$ cat src/rtl/pipo_4bit_if.sv
`default_nettype none
// ============================================================================
//  Module      : pipo_4bit_if
//  Description : Bus bundle for the parallel-in/parallel-out holding register.
//                Carries the load strobe, the parallel input word and the
//                registered outputs. The optional parity output is present
//                only when PIPO_4BIT_PARITY_EN is defined.
//  Revision    : 1.0 - initial release
// ============================================================================
interface pipo_4bit_if #(
  parameter int WIDTH = 4
);

  logic             load;
  logic [WIDTH-1:0] pin;
  logic [WIDTH-1:0] pout;
  logic             loaded;
`ifdef PIPO_4BIT_PARITY_EN
  logic             pout_parity;
`endif

  // Producer side: drives the load strobe and data, observes the stored word.
  modport master (
    output load,
    output pin,
    input  pout,
`ifdef PIPO_4BIT_PARITY_EN
    input  pout_parity,
`endif
    input  loaded
  );

  // Register side: samples the load strobe and data, drives the stored word.
  modport slave (
    input  load,
    input  pin,
    output pout,
`ifdef PIPO_4BIT_PARITY_EN
    output pout_parity,
`endif
    output loaded
  );

endinterface
`default_nettype wire

$ cat src/rtl/pipo_4bit.sv
`default_nettype none
// ============================================================================
//  Module      : pipo_4bit
//  Description : Parallel-in/parallel-out holding register. Captures the whole
//                input word on a rising clk edge when load is high, otherwise
//                holds. A one-cycle 'loaded' pulse follows every capture.
//                Synchronous active-high reset has priority over load.
//                Optional feature macro: PIPO_4BIT_PARITY_EN adds a registered
//                even-parity output of the stored word.
//  Revision    : 1.0 - initial release
// ============================================================================
module pipo_4bit #(
  parameter int               WIDTH       = 4,
  parameter logic [WIDTH-1:0] RESET_VALUE = {WIDTH{1'b0}}
) (
  input  wire           clk,
  input  wire           rst,
  pipo_4bit_if.slave    bus
);

  // Parity of the reset word, so parity stays consistent with pout after reset.
  localparam logic C_RESET_PARITY = ^RESET_VALUE;

  logic [WIDTH-1:0] pout_q;
  logic [WIDTH-1:0] pout_d;
  logic             loaded_q;
  logic             loaded_d;

  // One 2:1 hold/load mux per bit feeding that bit's flip-flop; bit i of the
  // stored word always comes from bit i of pin, no reordering.
  for (genvar i = 0; i < WIDTH; i++) begin : g_bit
    assign pout_d[i] = bus.load ? bus.pin[i] : pout_q[i];
  end

  // The pulse is high exactly for the cycle after a capture.
  assign loaded_d = bus.load;

  // Stored word and load pulse; reset wins over any load in the same cycle.
  always_ff @(posedge clk) begin
    if (rst) begin
      pout_q   <= RESET_VALUE;
      loaded_q <= 1'b0;
    end else begin
      pout_q   <= pout_d;
      loaded_q <= loaded_d;
    end
  end

  assign bus.pout   = pout_q;
  assign bus.loaded = loaded_q;

`ifdef PIPO_4BIT_PARITY_EN
  logic parity_q;
  logic parity_d;

  // Parity is computed from the next word so it updates on the same edge as
  // pout and never lags it by a cycle.
  assign parity_d = ^pout_d;

  // Registered even parity of the stored word.
  always_ff @(posedge clk) begin
    if (rst) begin
      parity_q <= C_RESET_PARITY;
    end else begin
      parity_q <= parity_d;
    end
  end

  assign bus.pout_parity = parity_q;
`else
  // Parity disabled: reference the constant so it is not left dangling.
  logic unused_reset_parity;
  assign unused_reset_parity = C_RESET_PARITY;
`endif

endmodule
`default_nettype wire

$ cat src/flat_wrapper.sv
// flat-port wrapper written by rule: the top's interface ports become plain ports
module pipo_4bit_flat 
#(
  parameter int               WIDTH       = 4,
  parameter logic [WIDTH-1:0] RESET_VALUE = {WIDTH{1'b0}}
)
  (clk, rst, bus_load, bus_pin, bus_pout, bus_loaded);
  pipo_4bit_if #(.WIDTH(WIDTH)) bus_i ();
  input  wire clk;
  input  wire rst;
  input wire logic [$bits(bus_i.load)-1:0] bus_load;
  input wire logic [$bits(bus_i.pin)-1:0] bus_pin;
  output wire logic [$bits(bus_i.pout)-1:0] bus_pout;
  output wire logic [$bits(bus_i.loaded)-1:0] bus_loaded;
  assign bus_i.load = bus_load;
  assign bus_i.pin = bus_pin;
  assign bus_pout = bus_i.pout;
  assign bus_loaded = bus_i.loaded;
  pipo_4bit #(.WIDTH(WIDTH), .RESET_VALUE(RESET_VALUE)) u_core (.clk(clk), .rst(rst), .bus(bus_i));
endmodule
$ cat config.mk
export PLATFORM = sky130hd
export DESIGN_NAME = pipo_4bit_flat
export DESIGN_NICKNAME = d
export VERILOG_FILES = /design/src/rtl/pipo_4bit_if.sv /design/src/rtl/pipo_4bit.sv /design/src/flat_wrapper.sv
export SDC_FILE = /design/constraint.sdc
export NUM_CORES = 1
export LEC_CHECK = 0
export BUFFER_PORTS_ARGS = -buffer_cell sky130_fd_sc_hd__buf_4
export CAP_MARGIN = 20
export CORE_AREA = 2 2 39 41
export CTS_CLUSTER_DIAMETER = 100
export DETAILED_ROUTE_END_ITERATION = 16
export DIE_AREA = 0 0 41 43
export PLACE_DENSITY = 0.43
export RECOVER_POWER = 25
export SLEW_MARGIN = 30
export SYNTH_ARGS = -nofsm -noshare
export SYNTH_HDL_FRONTEND = slang
export SYNTH_SLANG_ARGS = --single-unit
$ cat constraint.sdc
create_clock -name clk -period 1.7 [get_ports clk]
set_clock_uncertainty 0.2 [all_clocks]
set_input_delay 0.255 -clock clk [delete_from_list [all_inputs] [get_ports clk]]
set_output_delay 0.255 -clock clk [all_outputs]
set_load 0.02 [all_outputs]
# Word-level counts from Yosys, hierarchy flattened
# Index checks and enable logic that the tools add are counted.
# W data, S select, Z words.
totals:
  elab_cells: 2
  inputBits: 7
  regBits: 5

# Depth between registers and ports, before layout
logic_depth:
  ltp_word: 0
  mapped_depth: 3
  depth_no_buf: 2

# Least setup slack after synthesis
# OpenSTA, ideal clock, no wires.
synth_path:
  kind: "input port to flip-flop"
  from: "input bus_load"
  to: "register u_core.pout_q[0] (netlist: u_core.bus.pout[0])"
  arrival_time_ns: 0.555
  setup_time_ns: 0.114
  slack_ns: 0.830
  path_buffers: 1
  required_time_ns: 1.386
  path_stages: 3
  path_cell_list: "buf_6 mux2i_1 nor2_1"
synth_lines:
  columns: ["element", "line", "rtl"]
  rows:
  - ["from (decl)", "flat_wrapper.sv:11", "input wire logic [$bits(bus_i.load)-1:0] bus_load;"]
  - ["to (signal assigned)", "pipo_4bit.sv:44", "pout_q <= pout_d;"]
  - ["to (decl)", "pipo_4bit.sv:24", "logic [WIDTH-1:0] pout_q;"]

# Worst setup path in the final report
layout_path:
  from: "register u_core.pout_q[0] (netlist: u_core.bus.pout[0])"
  to: "output bus_pout[0]"
layout_lines:
  columns: ["element", "line", "rtl"]
  rows:
  - ["to (decl)", "flat_wrapper.sv:13", "output wire logic [$bits(bus_i.pout)-1:0] bus_pout;"]
# No word-level cell between the ends.

==> flow_summary.ini <==
[worst_setup_path]
crit_fanout = 2
slowest_delay_ns = 0.33
reg2reg_depth = 2
cp-end-kind = primary output
worst_setup_path_start_kind = register
cp_data_arrival_time_ns = 0.71
cpMaxStageDelayCell = dfxtp_1
ff2ff_setup_slack_ns = 0.88
crit_type = register to primary output
crit_buf_inv = 1
cp.required_ns = 1.24
crit_chain = buf_4
r2r_start = u_core.bus.pout[0]
r2r-end = u_core.bus.pout[0]
cp_top_family = flip-flops

[global_route]
grt.overflow.total = 0
antenna_found_initial = 0
grt_pass1_wl_um = 572
track_usage = 0.0551
grt_pass1_vias = 167
grt_max_degree = 6

[worst_hold_path]
hold_path_class = input port to register
holdPathEnd = u_core.bus.pout[1]
hold_start = bus_pin[1]
worstHoldPathCells = 3

[power_and_ir_drop]
powerDensity_nw_per_um2 = 1030
peakVddDrop_mv = 0.139
power.leakage_nw = 0.145

[sta]
fin_crit_ns = 1.17
rsz0062_at_grt = no
fin_hold_ws_ns = 0.0598
setup_violations = 0
finalWorstSetupSlack_ns = 0.531
finalCritPeriodShare = 0.688
drv_slew = 0
hold_viol = 0
worstMarginPinSlew_ns = 0.155
clock.fmax_mhz = 855
finalSetupTns_ns = 0
slew_headroom = 0.893

[floorplan]
die_h_um = 43
ios = 12
rows = 14
die_area_um2 = 1760
initial_core_util = 0.125
core_area_um2 = 1380
die_w_um = 41

[cts]
clk_pin_slew_worst_paths_ns = 0.04
cts-buffers-inserted = 3
root_buffer = clkbuf_4
post_cts_buffers = 0
cts.sink_count = 5
insertion_delay_ns = 0.24
htreeDepth = 1
cts_tree = built
clockBufferDepth = 2

[synthesis]
synth_top_cell_by_area = dfxtp_1
async_flop_share = 0
synthCells = 15
syn_area_um2 = 173
synth_commonest_cells = 5 x dfxtp_1, 4 x mux2i_1, 4 x nor2_1
yosysWarnings = 0
synth-seq-area-share = 0.580
ys_types = 5
synth.most_common_cell = dfxtp_1
avgSynthCellArea_um2 = 11.5
ys.flop_type = dfxtp_1
synth-edff-count = 0
synth_nets = 22
ys_ff_latch = 5
synth_top_area_share = 0.580
synth.area.top_cells = dfxtp_1 58%, mux2i_1 23%, nor2_1 8.7%

[place]
dpl.cell_count = 41
post-dp-hpwl_um = 319
port_buffers = 11
gp_congestion = 0.507
dp_slack_ns = 0.742

[finish]
final_layout_size_suffix_gt1_frac = 0.433
fin_nets = 38
fin_cells = 46
area_delta_synth_final_pct = 71.7
antenna_cells = 0
utilization = 0.214

[job]
drv_cap = 0

[detailed_routing]
wl_per_cell_um = 8.46
wl_um = 389
ant_nets = 0
drt_iter0_markers = 2
first_pass_iters = 2
via_per_inst = 3.48
drc = 0
route.vias.total = 160

[run_status]
status = finished clean
==> per-stage QoR <==
step	total power [W]	cell area (um^2)
3_5_place_dp	0.000173	264
6_report	0.000307	297
4_1_cts	0.000317	300
3_3_place_gp	0.000173	264
2_1_floorplan	0.000151	173
5_1_grt	0.000324	297
==> placed cells by master, fill, tap and decap left out, drive strengths merged <==
master       instances
nor2                 4
dfxtp                5
nor2b                1
clkbuf               5
dlygate4sd3          1
buf                 10
mux2i                4
==> repair_timing <==
| action | 4_1_cts | 5_1_grt |
|---|---|---|
| endpoints found under the hold margin | 1 | 0 |
| hold buffers | 1 | 0 |
| gates resized for setup | 0 | 0 |
==> kinds of logic after synthesis <==
logic type,synth area share
flip-flops,0.580
multiplexers,0.232
buffers and inverters,0.0652
AND/OR/NAND/NOR,0.123
==> power breakdown <==
part,switching [W],internal [W],total [W],leakage (nW)
clock network,0.0000470,0.0000886,0.000136,0.0150
logic,0.0000200,0.0000234,0.0000435,0.0885
registers,0.00000300,0.000125,0.000128,0.0414
total,0.0000701,0.000237,0.000307,0.145
==> cell type report <==
class / count / area [um^2]
fill: 152 / 1090
sequential: 5 / 100
timing repair buffer: 12 / 88.8
multi-input combinational: 9 / 61.3
clock buffer: 4 / 26.3
tap: 16 / 20.0
==> registers in the layout (all words and copies together) (netlist names) <==
register           flops
u_core.bus.pout        4
u_core.bus.loaded      1
==> routing by layer <==
layer / part of all wire / up-vias / global-route usage / routed length [um]
met5: 0 / - / 0 / 0
met4: 0 / 0 / 0.0800 / 0
met3: 0.23 / 0 / 0.0157 / 89
met2: 0.46 / 12 / 0.0906 / 177
met1: 0.31 / 70 / 0.0350 / 122
li1: - / 78 / - / -
==> how the worst max path moves through the flow <==
| stage | start | endpoint | cells past startpoint |
|---|---|---|---|
| global placement | bus_load | u_core.bus.pout[1] | 3 |
| global route | rst | u_core.bus.loaded | 3 |
| CTS | u_core.bus.pout[0] | bus_pout[0] | 1 |
| finish | u_core.bus.pout[0] | bus_pout[0] | 1 |
| detailed placement | bus_load | u_core.bus.pout[0] | 3 |
| floorplan | bus_load | u_core.bus.pout[0] | 3 |
No activity file was read; power rests on OpenSTA's default activity.
